### config.mk
export PLATFORM = sky130hd
export DESIGN_NAME = ahblite_uart_slave
export DESIGN_NICKNAME = d
export VERILOG_FILES = /design/src/rtl/ahblite_uart_slave.sv
export SDC_FILE = /design/constraint.sdc
export NUM_CORES = 1
export LEC_CHECK = 0
export CAP_MARGIN = 20
export CORE_UTILIZATION = 41
export DETAILED_ROUTE_END_ITERATION = 7
export PLACE_DENSITY = 0.71
export SETUP_SLACK_MARGIN = 0.5
export SLEW_MARGIN = 15
export SYNTH_ARGS = -nofsm -noshare
export SYNTH_HDL_FRONTEND = slang
export SYNTH_SLANG_ARGS = --single-unit
### constraint.sdc
create_clock -name HCLK -period 3.7 [get_ports HCLK]
set_input_delay 0.74 -clock HCLK [delete_from_list [all_inputs] [get_ports HCLK]]
set_output_delay 0.74 -clock HCLK [all_outputs]
set_load 0.05 [all_outputs]
### src/rtl/ahblite_uart_slave.sv
// AHB-Lite UART responder: zero-wait register interface, TX FIFO feeding an 8N1
// serializer, 8N1 deserializer behind a 2-flop synchronizer, programmable baud divider.
module ahblite_uart_slave #(
   parameter int          TX_FIFO_DEPTH = 4,
   parameter logic [15:0] BAUDDIV_RESET = 16'd434
) (
   input  logic        HCLK,
   input  logic        HRESETn,
   input  logic        HSEL,
   input  logic [31:0] HADDR,
   input  logic [1:0]  HTRANS,
   input  logic        HWRITE,
   input  logic [2:0]  HSIZE,
   input  logic        HREADY,
   input  logic [31:0] HWDATA,
   output logic        HREADYOUT,
   output logic [31:0] HRDATA,
   output logic        HRESP,
   output logic        TXD,
   input  logic        RXD
);
   localparam int AW = $clog2(TX_FIFO_DEPTH);
   localparam logic [AW:0] FULL_CNT = (AW + 1)'(TX_FIFO_DEPTH);

   typedef enum logic [1:0] {ST_IDLE = 2'd0, ST_START = 2'd1, ST_DATA = 2'd2, ST_STOP = 2'd3} uart_state_t;

   logic        wr_en_r, rd_en_r;
   logic [1:0]  addr_r;
   logic [15:0] bauddiv_r;
   logic [7:0]  fifo_mem_r [TX_FIFO_DEPTH];
   logic [AW-1:0] wptr_r, rptr_r;
   logic [AW:0] count_r;
   uart_state_t tx_state_r, tx_state_nxt;
   logic [15:0] tx_cnt_r;
   logic [2:0]  tx_bit_r;
   logic [7:0]  tx_shift_r;
   logic        txd_r, tx_pop_s, tx_tick_s;
   uart_state_t rx_state_r, rx_state_nxt;
   logic        rx_meta_r, rx_sync_r, rx_prev_r;
   logic [15:0] rx_cnt_r;
   logic [2:0]  rx_bit_r;
   logic [7:0]  rx_shift_r, rx_data_r;
   logic        rx_valid_r, overrun_r, frame_err_r;
   logic        rx_tick_s, rx_fall_s, rx_done_s, rx_ferr_s;
   logic [31:0] hrdata_s;

   wire unused_s = ^{HSIZE, HADDR[31:4], HADDR[1:0], HWDATA[31:16]};

   wire wr_data_s    = wr_en_r && (addr_r == 2'd0);
   wire wr_stat_s    = wr_en_r && (addr_r == 2'd1);
   wire wr_baud_s    = wr_en_r && (addr_r == 2'd2);
   wire rd_data_s    = rd_en_r && (addr_r == 2'd0);
   wire fifo_empty_s = (count_r == '0);
   wire fifo_full_s  = (count_r == FULL_CNT);
   wire push_s       = wr_data_s && !fifo_full_s;
   wire tx_empty_s   = fifo_empty_s && (tx_state_r == ST_IDLE);
   wire [15:0] reload_s = bauddiv_r - 16'd1;

   // Address phase capture into the data phase
   always_ff @(posedge HCLK or negedge HRESETn) begin
      if (!HRESETn) begin
         wr_en_r <= 1'b0;
         rd_en_r <= 1'b0;
         addr_r  <= 2'd0;
      end else if (HSEL && HTRANS[1] && HREADY) begin
         wr_en_r <= HWRITE;
         rd_en_r <= !HWRITE;
         addr_r  <= HADDR[3:2];
      end else begin
         wr_en_r <= 1'b0;
         rd_en_r <= 1'b0;
      end
   end

   // Baud divider register, clamped so every bit lasts at least 4 cycles
   always_ff @(posedge HCLK or negedge HRESETn) begin
      if (!HRESETn)
         bauddiv_r <= BAUDDIV_RESET;
      else if (wr_baud_s)
         bauddiv_r <= (HWDATA[15:0] < 16'd4) ? 16'd4 : HWDATA[15:0];
      else
         bauddiv_r <= bauddiv_r;
   end

   // TX FIFO storage and pointers; full is judged before a same-cycle pop
   always_ff @(posedge HCLK or negedge HRESETn) begin
      if (!HRESETn) begin
         for (int i = 0; i < TX_FIFO_DEPTH; i++) fifo_mem_r[i] <= 8'd0;
         wptr_r  <= '0;
         rptr_r  <= '0;
         count_r <= '0;
      end else begin
         if (push_s) begin
            fifo_mem_r[wptr_r] <= HWDATA[7:0];
            wptr_r <= wptr_r + AW'(1);
         end
         if (tx_pop_s) rptr_r <= rptr_r + AW'(1);
         case ({push_s, tx_pop_s})
            2'b10:   count_r <= count_r + (AW + 1)'(1);
            2'b01:   count_r <= count_r - (AW + 1)'(1);
            default: count_r <= count_r;
         endcase
      end
   end

   // TX next-state logic
   always_comb begin
      tx_state_nxt = tx_state_r;
      tx_pop_s     = 1'b0;
      tx_tick_s    = (tx_cnt_r == 16'd0);
      case (tx_state_r)
         ST_IDLE: begin
            tx_pop_s     = !fifo_empty_s;
            tx_state_nxt = fifo_empty_s ? ST_IDLE : ST_START;
         end
         ST_START: tx_state_nxt = tx_tick_s ? ST_DATA : ST_START;
         ST_DATA:  tx_state_nxt = (tx_tick_s && tx_bit_r == 3'd7) ? ST_STOP : ST_DATA;
         ST_STOP:  tx_state_nxt = tx_tick_s ? ST_IDLE : ST_STOP;
         default:  tx_state_nxt = ST_IDLE;
      endcase
   end

   // TX state register and serializer datapath
   always_ff @(posedge HCLK or negedge HRESETn) begin
      if (!HRESETn) begin
         tx_state_r <= ST_IDLE;
         tx_cnt_r   <= 16'd0;
         tx_bit_r   <= 3'd0;
         tx_shift_r <= 8'd0;
         txd_r      <= 1'b1;
      end else begin
         tx_state_r <= tx_state_nxt;
         case (tx_state_r)
            ST_IDLE: begin
               txd_r <= !tx_pop_s;
               if (tx_pop_s) begin
                  tx_shift_r <= fifo_mem_r[rptr_r];
                  tx_cnt_r   <= reload_s;
                  tx_bit_r   <= 3'd0;
               end
            end
            ST_START, ST_DATA: begin
               if (tx_tick_s) begin
                  tx_cnt_r   <= reload_s;
                  txd_r      <= (tx_state_r == ST_DATA && tx_bit_r == 3'd7) ? 1'b1 : tx_shift_r[0];
                  tx_shift_r <= {1'b0, tx_shift_r[7:1]};
                  if (tx_state_r == ST_DATA) tx_bit_r <= tx_bit_r + 3'd1;
               end else begin
                  tx_cnt_r <= tx_cnt_r - 16'd1;
               end
            end
            ST_STOP: if (!tx_tick_s) tx_cnt_r <= tx_cnt_r - 16'd1;
            default: txd_r <= 1'b1;
         endcase
      end
   end

   // RX next-state logic; the start bit is re-checked near its centre to reject glitches
   always_comb begin
      rx_state_nxt = rx_state_r;
      rx_tick_s    = (rx_cnt_r == 16'd0);
      rx_fall_s    = rx_prev_r && !rx_sync_r;
      rx_done_s    = 1'b0;
      rx_ferr_s    = 1'b0;
      case (rx_state_r)
         ST_IDLE:  rx_state_nxt = rx_fall_s ? ST_START : ST_IDLE;
         ST_START: rx_state_nxt = !rx_tick_s ? ST_START : (rx_sync_r ? ST_IDLE : ST_DATA);
         ST_DATA:  rx_state_nxt = (rx_tick_s && rx_bit_r == 3'd7) ? ST_STOP : ST_DATA;
         ST_STOP: begin
            rx_state_nxt = rx_tick_s ? ST_IDLE : ST_STOP;
            rx_done_s    = rx_tick_s && rx_sync_r;
            rx_ferr_s    = rx_tick_s && !rx_sync_r;
         end
         default:  rx_state_nxt = ST_IDLE;
      endcase
   end

   // RX synchronizer, state register and deserializer datapath
   always_ff @(posedge HCLK or negedge HRESETn) begin
      if (!HRESETn) begin
         rx_meta_r  <= 1'b1;
         rx_sync_r  <= 1'b1;
         rx_prev_r  <= 1'b1;
         rx_state_r <= ST_IDLE;
         rx_cnt_r   <= 16'd0;
         rx_bit_r   <= 3'd0;
         rx_shift_r <= 8'd0;
      end else begin
         rx_meta_r  <= RXD;
         rx_sync_r  <= rx_meta_r;
         rx_prev_r  <= rx_sync_r;
         rx_state_r <= rx_state_nxt;
         case (rx_state_r)
            ST_IDLE: begin
               rx_cnt_r <= {1'b0, bauddiv_r[15:1]};
               rx_bit_r <= 3'd0;
            end
            ST_START, ST_STOP: rx_cnt_r <= rx_tick_s ? reload_s : rx_cnt_r - 16'd1;
            ST_DATA: begin
               if (rx_tick_s) begin
                  rx_cnt_r   <= reload_s;
                  rx_shift_r <= {rx_sync_r, rx_shift_r[7:1]};
                  rx_bit_r   <= rx_bit_r + 3'd1;
               end else begin
                  rx_cnt_r <= rx_cnt_r - 16'd1;
               end
            end
            default: rx_cnt_r <= 16'd0;
         endcase
      end
   end

   // RX status flags; a DATA read in the completion cycle sees the old byte without overrun
   always_ff @(posedge HCLK or negedge HRESETn) begin
      if (!HRESETn) begin
         rx_data_r   <= 8'd0;
         rx_valid_r  <= 1'b0;
         overrun_r   <= 1'b0;
         frame_err_r <= 1'b0;
      end else begin
         if (rx_done_s) rx_data_r <= rx_shift_r;
         if (rx_done_s)      rx_valid_r <= 1'b1;
         else if (rd_data_s) rx_valid_r <= 1'b0;
         if (rx_done_s && rx_valid_r && !rd_data_s) overrun_r <= 1'b1;
         else if (wr_stat_s)                         overrun_r <= 1'b0;
         if (rx_ferr_s)      frame_err_r <= 1'b1;
         else if (wr_stat_s) frame_err_r <= 1'b0;
      end
   end

   // Read data mux, driven only during a read data phase
   always_comb begin
      hrdata_s = 32'd0;
      if (rd_en_r) begin
         case (addr_r)
            2'd0:    hrdata_s = {24'd0, rx_data_r};
            2'd1:    hrdata_s = {27'd0, frame_err_r, overrun_r, rx_valid_r, tx_empty_s, fifo_full_s};
            2'd2:    hrdata_s = {16'd0, bauddiv_r};
            default: hrdata_s = 32'd0;
         endcase
      end else begin
         hrdata_s = 32'd0;
      end
   end

   assign HRDATA    = hrdata_s;
   assign HREADYOUT = 1'b1;
   assign HRESP     = 1'b0;
   assign TXD       = txd_r;
endmodule

# After elaboration in Yosys (flattened, before gate mapping)
# Cells that the tools add are included.
# classes
magnitude_cmp	4
mux	49
n_bitwise	2
add_sub_neg	9
n_reduce_logical	43
eq_ne	18
# ops
operator	n
one-hot mux 16 bit (3 select lines)	2
2-to-1 mux 16 bit	5
subtractor 16 x 1 -> 16 bit (second input constant)	3
2-to-1 mux 8 bit	5
bitwise mux 32 bit	1
logical NOT 16 bit	2
2-to-1 mux 32 bit	1
one-hot mux 16 bit (2 select lines)	1
one-hot mux 3 bit (2 select lines)	3
logical AND 1 bit	17
binary-select mux 8 bit (select 2 bit)	1
demux 8 bit (select 2 bit)	1
less-than comparator 16 x 3 -> 1 bit (second input constant)	1
2-to-1 mux 1 bit	16
one-hot mux 2 bit (4 select lines)	2
one-hot mux 8 bit (2 select lines)	1
== test 2 bit (second input constant)	6
2-to-1 mux 3 bit	4
nonzero test 2 bit	6
2-to-1 mux 2 bit	5
!= test 2 bit (second input constant)	5
adder 3 x 1 -> 3 bit (second input constant)	3
== test 3 bit (second input constant)	3
== test 2 x 1 -> 1 bit (second input constant)	4
14 further kinds	27
# word_totals
ff_bits	132
wordCells	152
input_bits	75
output_inout_bits	35

# Longest topological paths before layout
# Gate-level depths: netlist (run 1).
# depth
depth_word	6
mapped_depth	11
depth_no_buf	10

# Least setup slack after synthesis (run 1)
# OpenSTA, ideal clock, no wires.
# synth_path
path_type	reg2reg
start	register rx_cnt_r[7]
end	register rx_shift_r[0]
n_path_buf	1
synth_period_minus_slack_ns	2.633
stages_incl_launch_ff	8
setup_ns	0.125
arrival_time_ns	2.508
path_slack_ns	1.067
required_time_ns	3.575
path_cell_list	dfrtp_1 > or4_4 > or3_4 > or4_4 > nor2_4 > and2_4 > buf_12 > mux2_4
# synth_between
elab_chain_cells	2
# synth_rtl
element	line	rtl
from (decl)	40	logic [15:0] rx_cnt_r;
from (signal assigned)	195	rx_cnt_r <= {1'b0, bauddiv_r[15:1]};
from (signal assigned)	198	ST_START, ST_STOP: rx_cnt_r <= rx_tick_s ? reload_s : rx_cnt_r - 16'd1;
from (signal assigned)	201	rx_cnt_r <= reload_s;
logical NOT 16 bit	161	rx_tick_s = (rx_cnt_r == 16'd0);
AND reduction 2 bit (no source line)	-	
to (signal assigned)	202	rx_shift_r <= {rx_sync_r, rx_shift_r[7:1]};
to (decl)	42	logic [7:0] rx_shift_r, rx_data_r;
# Every way passes these cells.
# A chain may end at the register's enable or synchronous reset.

# Worst setup path after layout (run 1)
# layout_path
start	register addr_r[1]
end	output HRDATA[0]
# layout_between
elab_chain_cells	3
word_cells_on_any_way	5
cone_classes	2 x eq/ne; 2 x mux; 1 x reduce/logical
# layout_rtl
element	line	rtl
from (decl)	28	logic [1:0] addr_r;
from (signal assigned)	68	addr_r <= HADDR[3:2];
== test 2 bit, or another cell as far along	235	case (addr_r)
one-hot mux 16 bit (3 select lines) (*)	235	
2-to-1 mux 32 bit (*)	234	if (rd_en_r) begin
to (decl)	17	output logic [31:0] HRDATA,
# Every way passes the cells marked *; elsewhere a longest branch is shown, timed or not.

==> results.json, run 1 <==
{
  "wl_microns": 15300,
  "synthTopCellsByArea": "dfrtp_1 44%, mux2_2 8.4%, o21ai_0 3.8%, dfstp_2 3.3%, nand2_1 3.3%",
  "synth-edff-count": 0,
  "synth_commonest_cells": "123 x dfrtp_1, 63 x nand2_1, 54 x o21ai_0, 53 x mux2_2, 37 x nor2_1",
  "clock_latency_ns": 0.42,
  "whs_path_depth": 0,
  "route.vias.total": 5065,
  "finalClockSkew_ns": 0.0110,
  "end_kind": "primary output",
  "whs_ns": 0.357,
  "start_kind": "flip-flop",
  "gp_congestion": 0.788,
  "crit_type": "flip-flop to primary output",
  "drive_above_1_share_pct": 19.6,
  "final.setup.tns_ns": 0,
  "max_freq_mhz": 326,
  "yosysSeqAreaShare_pct": 46.9,
  "cts_setup_buffers": 0,
  "p_leak_nw": 3.65,
  "vias_per_cell": 5.42,
  "tritoncts": "yes",
  "syn_to_final_growth_pct": 17.1,
  "avgSynthCellArea_sq_um": 10.7,
  "slew_violations": 0,
  "nNetsFinal": 795,
  "hold_viol": 0,
  "antenna_cells": 0,
  "grt_pass1_vias": 5070,
  "r2r_end": "rx_shift_r[7]",
  "syn_area_sq_mm": 0.00707,
  "synthArstFlopShare_pct": 100,
  "antenna_found_initial": 0,
  "drv_cap": 0,
  "rsz0062_at_grt": "yes",
  "yosys.area.top_type": "dfrtp_1",
  "routed.top_layer": "met4",
  "powerDensity_mw_per_mm2": 741,
  "io_buffers": 41,
  "cp.required_ns": 2.96,
  "wl_per_cell_microns": 16.4,
  "start_util_pct": 42.3,
  "rows": 47,
  "die-height_microns": 133,
  "grt_overflow": 0,
  "synth_flop_cell": "dfrtp_1",
  "ios": 110,
  "dieArea_sq_mm": 0.0178,
  "die_width_microns": 133,
  "clk_pin_slew_worst_paths_ns": 0.06,
  "worstReg2RegStart": "rx_cnt_r[7]",
  "maxSlewHeadroom_pct": 36.7,
  "cts.sinks": 132,
  "crit_arrival_ns": 2.32,
  "setup_viol": 0,
  "hp-class": "flip-flop to flip-flop",
  "ys_warn_count": 0,
  "synth_cell_types": 60,
  "ant_nets": 0,
  "cts_root_buf": "clkbuf_16",
  "worst_pin_slew_ns": 0.944,
  "first_pass_iters": 4,
  "peakVddDrop_mv": 0.392,
  "dp_hpwl_microns": 10500,
  "htree_levels": 4,
  "yosysMostFrequentCell": "dfrtp_1",
  "dp_slack_ns": 0.766,
  "synth_top_cell_area_share_pct": 43.6,
  "fillers": 1470,
  "min_to": "rx_sync_r",
  "worst_slack_ns": 0.637,
  "period_minus_slack_ns": 3.06,
  "hold_start": "rx_meta_r",
  "path_max_fanout": 12,
  "r2r_slack_ns": 0.77,
  "status": "complete, no violations",
  "drcViolationCount": 0,
  "cts_buffer_depth": 2,
  "numCtsBuffers": 17,
  "wl_met3_microns": 492,
  "synth.ff_latch_count": 132,
  "drt_iter0_markers": 225,
  "finalCritPeriodShare_pct": 82.8,
  "wl_met2_microns": 7660,
  "r2r.worst_path.cells": 6,
  "grt_max_degree": 73,
  "syn_inst": 658,
  "wl_met1_microns": 6840,
  "grt_pass1_wl_microns": 25900,
  "grtUsageTotal_pct": 18.6,
  "core_area_sq_mm": 0.0167
}
-- layout by cell type, fill, tap and decap left out, drive strengths merged, types with 16 or more instances in the layout --
cell and n:
inv 26, nand2 63, mux2 63, clkdlybuf4s50 27, o21ai 57, clkbuf 19
conb 18, dfrtp 123, nor3 22, xor2 18, a22o 16, ha 18
mux2i 18, nor2 38, a21oi 19
-- registers in the layout, indices dropped and copies added (netlist names), 2 cells and up --
name / cells
tx_state_r: 2
count_r: 3
wptr_r: 2
rx_data_r: 8
bauddiv_r: 16
rx_bit_r: 3
rx_cnt_r: 16
tx_shift_r: 8
tx_cnt_r: 16
fifo_mem_r: 32
rptr_r: 2
rx_state_r: 2
rx_shift_r: 8
addr_r: 2
tx_bit_r: 3
-- where the power goes --
part	total, W	switching [W]	leakage, nW	internal, W
combinational	0.00198	0.00103	1.74	0.000948
sequential	0.00242	0.000515	1.61	0.00191
clock	0.00173	0.000646	0.293	0.00108
total	0.00613	0.00219	3.65	0.00394
-- cell families after synthesis --
group	Yosys count	share of synthesized area, %
other	2	0.106
and+or+nand+nor	192	14.1
buffers and inverters	68	4.94
DFF	132	46.9
xor gates and xnor gates	32	3.97
AOI/OAI and AO/OA	124	10.8
adders and majority gates	19	3.47
muxes	89	15.7
-- how the worst max path moves through the flow --
| stage | start | to | slack, ns | cells past startpoint |
|---|---|---|---|---|
| after CTS | addr_r[1] | HRDATA[15] | 0.51 | 4 |
| after global routing | addr_r[1] | HRDATA[0] | 0.41 | 6 |
| after floorplan | rx_cnt_r[7] | rx_shift_r[0] | 1.07 | 7 |
| final | addr_r[1] | HRDATA[0] | 0.64 | 6 |
| after global placement | addr_r[1] | HRDATA[4] | 0.77 | 6 |
| after detailed placement | addr_r[1] | HRDATA[4] | 0.77 | 6 |
-- stage by stage --
stage	instance area, sq um	power, W	util (%)	instances
after CTS	8260	0.00616	49.5	934
after floorplan	7130	0.00385	-	674
after detailed placement	7650	0.00440	45.8	902
after global routing	8270	0.00652	49.5	934
final	8270	0.00613	49.5	934
after global placement	7650	0.00432	45.8	902
-- worst max-delay path, stage by stage, from the launching register on --
cell	delay, ns
dfrtp_1	0.60
inv_1	0.16
nor2_2	0.28
nand2_1	0.09
o21ai_0	0.08
and2_1	0.16
dlygate4sd2_1	0.53
-- final cells by class --
cell class	count	area [sq um]	share of cell area (%)
well taps	220	275	3.33
clock inverters	14	175	2.12
clock buffers	18	439	5.31
flip-flops and latches	132	3310	40.1
multi-input cells	474	3480	42.0
repair buffers	52	500	6.05
inverters	24	90.1	1.09
-- layer usage --
layer | track usage, % | vias to the layer above
li1 | - | 2408
met1 | 24.3 | 2527
met2 | 30.2 | 105
met3 | 3.92 | 25
met4 | 7.07 | 0
met5 | 0 | -
-- what timing repair did --
item | CTS | global route
setup endpoints to repair | 13 | 6
resized for setup | 13 | 7
hold buffers | 0 | 0
No activity file was read; power rests on OpenSTA's default activity.
==> run 2, diff against run 1 <==
==> constraint.sdc (replaced) <==
create_clock -name HCLK -period 3.1 [get_ports HCLK]
set_input_delay 0.62 -clock HCLK [delete_from_list [all_inputs] [get_ports HCLK]]
set_output_delay 0.62 -clock HCLK [all_outputs]
set_load 0.05 [all_outputs]
==> run 2 against run 1 <==
Effect of this change: setup slack worse by 0.13 ns; sequential share of layout area is 0.83 points lower; cell count is 2.0% higher; critical path depth stayed put; total power is 21% higher; hold slack worse by 0.16 ns; core utilization is 1.0 points higher; clock power is 20% higher; critical endpoint is now rx_shift_r[6]; largest cell class unchanged.
==> results.json, run 2 (synthesis results as in run 1) <==
{
  "status": "complete, no violations",
  "first_pass_iters": 5,
  "largest_reg_flops": 32,
  "start_kind": "flip-flop",
  "die-height_microns": 133,
  "worst_pin_slew_ns": 0.946,
  "clk_pin_slew_worst_paths_ns": 0.06,
  "swShare_pct": 35.4,
  "antenna_cells": 0,
  "clkPwrFrac_pct": 27.9,
  "cp_cell_sequence": "or4_4 -> or3_4 -> or4_4 -> nor2_4 -> and2_4 -> mux2_4",
  "crit_type": "flip-flop to flip-flop",
  "worstReg2RegStart": "rx_cnt_r[7]",
  "htree_levels": 4,
  "core_area_sq_mm": 0.0167,
  "ant_nets": 0,
  "wl_per_cell_microns": 16.4,
  "cts_root_buf": "clkbuf_16",
  "hp-class": "primary input to asynchronous set/reset pin",
  "hold_buffers": 0,
  "ios": 110,
  "pwr-share-comb_pct": 33.5,
  "die_width_microns": 133,
  "largest_register": "fifo_mem_r",
  "r2r.worst_path.cells": 6,
  "whs_ns": 0.201,
  "layout_commonest_cell": "dfrtp_1",
  "numCtsBuffers": 17,
  "drcViolationCount": 0,
  "worst_slack_ns": 0.504,
  "nNetsFinal": 814,
  "cp.required_ns": 3.41,
  "dp_hpwl_microns": 10800,
  "route.vias.total": 5068,
  "r2r_slack_ns": 0.50,
  "io_buffers": 41,
  "syn_to_final_growth_pct": 19.5,
  "dp_slack_ns": 0.296,
  "grtUsageTotal_pct": 19.0,
  "max_freq_mhz": 385,
  "r2r_end": "rx_shift_r[6]",
  "finalCritPeriodShare_pct": 83.7,
  "grt_pass1_wl_microns": 26300,
  "dieArea_sq_mm": 0.0178,
  "p_switching_w": 0.00263,
  "drv_cap": 0,
  "rows": 47,
  "final_cell_mix": "123 x dfrtp_1, 63 x nand2_1, 53 x mux2_2, 53 x o21ai_0, 36 x nor2_1",
  "wl_microns": 15700,
  "end_kind": "flip-flop",
  "powerDensity_mw_per_mm2": 879,
  "gp_congestion": 0.824,
  "rsz0062_at_grt": "yes",
  "drive_above_1_share_pct": 23.3,
  "finalClockSkew_ns": 0.0109,
  "crit_slowest_cell": "or4_4",
  "path_max_fanout": 8,
  "p_leak_nw": 3.72,
  "cts.sinks": 132,
  "antenna_found_initial": 0,
  "crit_arrival_ns": 2.91,
  "pwr-share-seq_pct": 38.6,
  "period_minus_slack_ns": 2.60,
  "peakVddDrop_mv": 0.460,
  "cts_buffer_depth": 2,
  "drt_iter0_markers": 222,
  "hold_viol": 0,
  "grt_max_degree": 54,
  "clock_latency_ns": 0.43,
  "vias_per_cell": 5.32,
  "place_inst": 913,
  "tritoncts": "yes",
  "maxSlewHeadroom_pct": 36.5,
  "grt_pass1_vias": 5039,
  "grt_overflow": 0,
  "final.setup.tns_ns": 0,
  "instances_no_fill": 953,
  "p_int_w": 0.00479,
  "slew_violations": 0,
  "critPathMaxStageDelay_ns": 0.54,
  "crit_top_cell": "or4_4",
  "setup_viol": 0,
  "start_util_pct": 42.3
}
[run 2: how the worst max path moves through the flow]
stage,start,endpoint,slack [ns]
2_1_floorplan,rx_cnt_r[7],rx_shift_r[0],0.53
3_3_place_gp,HWDATA[3],bauddiv_r[0],0.27
3_5_place_dp,HWDATA[3],bauddiv_r[0],0.30
4_1_cts,addr_r[0],HRDATA[11],0.41
5_1_grt,rx_cnt_r[7],rx_bit_r[0],0.44
6_report,rx_cnt_r[7],rx_shift_r[6],0.50
[run 2: layer usage]
metal	track usage (%)	wire length [microns]	share of wire, %	vias to the layer above
li1	-	-	-	2443
met1	24.5	7070	45	2526
met2	31.9	7990	51	81
met3	3.81	406	2.6	18
met4	6.57	194	1.2	0
met5	0	0	0	-
[run 2: final cells by class]
type | count | area (sq um)
Clock buffer | 21 | 460
Clock inverter | 11 | 154
Fill cell | 1500 | 8260
Inverter | 24 | 90.1
Multi-Input combinational cell | 474 | 3490
Sequential cell | 132 | 3310
Tap cell | 220 | 275
Timing Repair Buffer | 71 | 658
[run 2: worst max-delay path, delay by kind of cell, from the launching register on]
kind / cells / cell delay [ns]
and+or+nand+nor: 5 / 1.77
muxes: 1 / 0.32
DFF: 1 / 0.39
[run 2: stage by stage]
stage	utilization [%]	power (W)	cell area [sq um]
after global routing	50.6	0.00791	8450
after global placement	46.3	0.00519	7740
after floorplan	-	0.00460	7130
after CTS	50.4	0.00742	8420
final	50.6	0.00742	8450
after detailed placement	46.3	0.00529	7740
[run 2: power groups by stage]
stage	Clock (W)	Sequential [W]	Combinational (W)
finish	0.00207	0.00287	0.00248
global route	0.00216	0.00294	0.00280
CTS	0.00209	0.00285	0.00248
detailed placement	0	0.00288	0.00241
global placement	0	0.00285	0.00234
floorplan	0	0.00267	0.00193
[run 2: repair_timing]
action,CTS,global route
buffers inserted,7,1
resized for setup,28,9
pin swaps,1,1
setup endpoints to repair,24,21
cloned,0,0
==> run 3, diff against run 2 <==
--- a/config.mk
+++ b/config.mk
@@ -8,7 +8,7 @@
 export CAP_MARGIN = 20
 export CORE_UTILIZATION = 41
 export DETAILED_ROUTE_END_ITERATION = 7
-export PLACE_DENSITY = 0.71
+export PLACE_DENSITY = 0.73
 export SETUP_SLACK_MARGIN = 0.5
 export SLEW_MARGIN = 15
 export SYNTH_ARGS = -nofsm -noshare
==> constraint.sdc (replaced) <==
create_clock -name HCLK -period 2.2 [get_ports HCLK]
set_input_delay 0.44 -clock HCLK [delete_from_list [all_inputs] [get_ports HCLK]]
set_output_delay 0.44 -clock HCLK [all_outputs]
set_load 0.05 [all_outputs]
==> run 3 against run 2 <==
Effect of this change: the run now ends with negative setup slack left; critical endpoint is now rx_shift_r[7]; total power rose by 76%; combinational power rose by 140%; sequential share of layout area fell by 7.7 points; cell area rose by 25%; clock skew rose by 0.00091 ns; hold slack improved by 0.16 ns; core utilization rose by 12 points; clock-buffer cell count rose by 3; non-clock buffer count rose by 85; critical path type unchanged; first-iteration DRC count rose by 93%.
==> results.json, run 3 (synthesis results as in run 1) <==
{
  "route.vias.total": 5867,
  "worst_slack_ns": -0.388,
  "powerDensity_mw_per_mm2": 1240,
  "path_max_fanout": 8,
  "wl_per_cell_microns": 20.0,
  "die_width_microns": 133,
  "final.setup.tns_ns": -11.42,
  "hp-class": "flip-flop to flip-flop",
  "fin_util_pct": 63.0,
  "gp_congestion": 0.842,
  "rows": 47,
  "largest_register": "fifo_mem_r",
  "layout_commonest_cell": "dfrtp_1",
  "crit_arrival_ns": 2.89,
  "syn_to_final_growth_pct": 48.9,
  "die-height_microns": 133,
  "ios": 110,
  "endpoint": "rx_shift_r[7]",
  "end_kind": "flip-flop",
  "numCtsBuffers": 17,
  "setup_viol": 42,
  "grtUsageTotal_pct": 22.9,
  "violations": "negative setup slack",
  "grt_overflow": 0,
  "period_minus_slack_ns": 2.59,
  "finalCritPeriodShare_pct": 118,
  "finalInstanceArea_sq_mm": 0.0105,
  "grt_pass1_wl_microns": 31400,
  "nNetsFinal": 902,
  "start_kind": "flip-flop",
  "status": "complete, but fails checks",
  "cts.sinks": 132,
  "core_area_sq_mm": 0.0167,
  "fillers": 1149,
  "io_buffers": 41,
  "vias_per_cell": 5.64,
  "wl_microns": 20900,
  "first_pass_iters": 5,
  "cts_buffer_depth": 2,
  "placed_area_sq_mm": 0.00855,
  "p_leak_nw": 4.71,
  "multi_input_area_sq_mm": 0.00449,
  "largest_reg_flops": 32,
  "rsz0062_at_grt": "yes",
  "dieArea_sq_mm": 0.0178,
  "drive_above_1_share_pct": 48.2,
  "drt_iter0_markers": 428,
  "clk_pin_slew_worst_paths_ns": 0.06,
  "r2r_end": "rx_shift_r[7]",
  "start_util_pct": 42.3,
  "cp.required_ns": 2.50,
  "r2r.worst_path.cells": 6,
  "grt_max_degree": 46,
  "dp_slack_ns": -0.323,
  "antenna_cells": 0,
  "tritoncts": "yes",
  "final_cell_mix": "120 x dfrtp_1, 81 x buf_4, 44 x nand2_1",
  "peakVddDrop_mv": 0.681,
  "antenna_found_initial": 0,
  "drcViolationCount": 0,
  "ant_nets": 0,
  "drv_cap": 0,
  "grt_pass1_vias": 6052,
  "maxSlewHeadroom_pct": 66.4,
  "cts_root_buf": "clkbuf_16",
  "slew_violations": 0,
  "r2r_slack_ns": -0.39,
  "max_freq_mhz": 386,
  "clock_latency_ns": 0.42,
  "seq_area_sq_mm": 0.00332,
  "hold_viol": 0,
  "finalClockSkew_ns": 0.0118,
  "worst_pin_slew_ns": 0.504,
  "crit_type": "flip-flop to flip-flop",
  "cp-startpoint": "rx_cnt_r[7]",
  "htree_levels": 4,
  "worstReg2RegStart": "rx_cnt_r[7]",
  "dp_hpwl_microns": 12000
}
run 3: worst max-delay path, cell delays in order, from the launching register on:
cell and delay (ns):
dfrtp_1 0.39, or4_4 0.55, or3_4 0.37, or4_4 0.46, nor2_4 0.13, and2_4 0.26, mux2_4 0.32
run 3: metrics by stage:
step | instances | total power, W | hold slack (ns)
final | 1041 | 0.0131 | 0.358
after global placement | 957 | 0.00811 | 0.346
after detailed placement | 957 | 0.00826 | 0.348
after global routing | 1041 | 0.0137 | 0.363
after floorplan | 674 | 0.00694 | 0.144
after CTS | 1024 | 0.0123 | 0.359
run 3: worst min path at each step:
stage | start | to | slack, ns | cells past startpoint
3_5_place_dp | rx_meta_r | rx_sync_r | 0.35 | 0
2_1_floorplan | HRESETn | addr_r[0] | 0.14 | 0
3_3_place_gp | rx_meta_r | rx_sync_r | 0.35 | 0
6_report | rx_meta_r | rx_sync_r | 0.36 | 0
5_1_grt | rx_meta_r | rx_sync_r | 0.36 | 0
4_1_cts | rx_meta_r | rx_sync_r | 0.36 | 0
run 3: metal layers:
metal / share of wire [%] / wire length [microns] / vias up / GRT usage (%)
met1: 40 / 8290 / 2969 / 28.7
met5: 0 / 0 / - / 0
met3: 4.9 / 1030 / 65 / 4.57
met2: 51 / 10700 / 209 / 38.2
met4: 3.8 / 802 / 0 / 10.7
li1: - / - / 2624 / -
run 3: what timing repair did:
item,4_1_cts,5_1_grt
hold buffers,1,0
buffers inserted,29,14
pin swaps,42,39
cloned,5,3
resized for setup,159,84
endpoints found under the setup margin,133,131
endpoints found under the hold margin,35,0
run 3: final cells by class:
type / count / share of cell area (%)
clock buffers: 24 / 4.48
flip-flops and latches: 132 / 31.5
inverters: 24 / 0.892
well taps: 220 / 2.62
multi-input cells: 477 / 42.7
repair buffers: 156 / 16.3
clock inverters: 8 / 1.44
run 3: power breakdown:
part           total [W]  switching (W)  internal (W)  leakage [nW]
clock            0.00302        0.00106       0.00196         0.291
combinational    0.00602        0.00300       0.00302          2.81
sequential       0.00405       0.000838       0.00321          1.61
total             0.0131        0.00489       0.00819          4.71
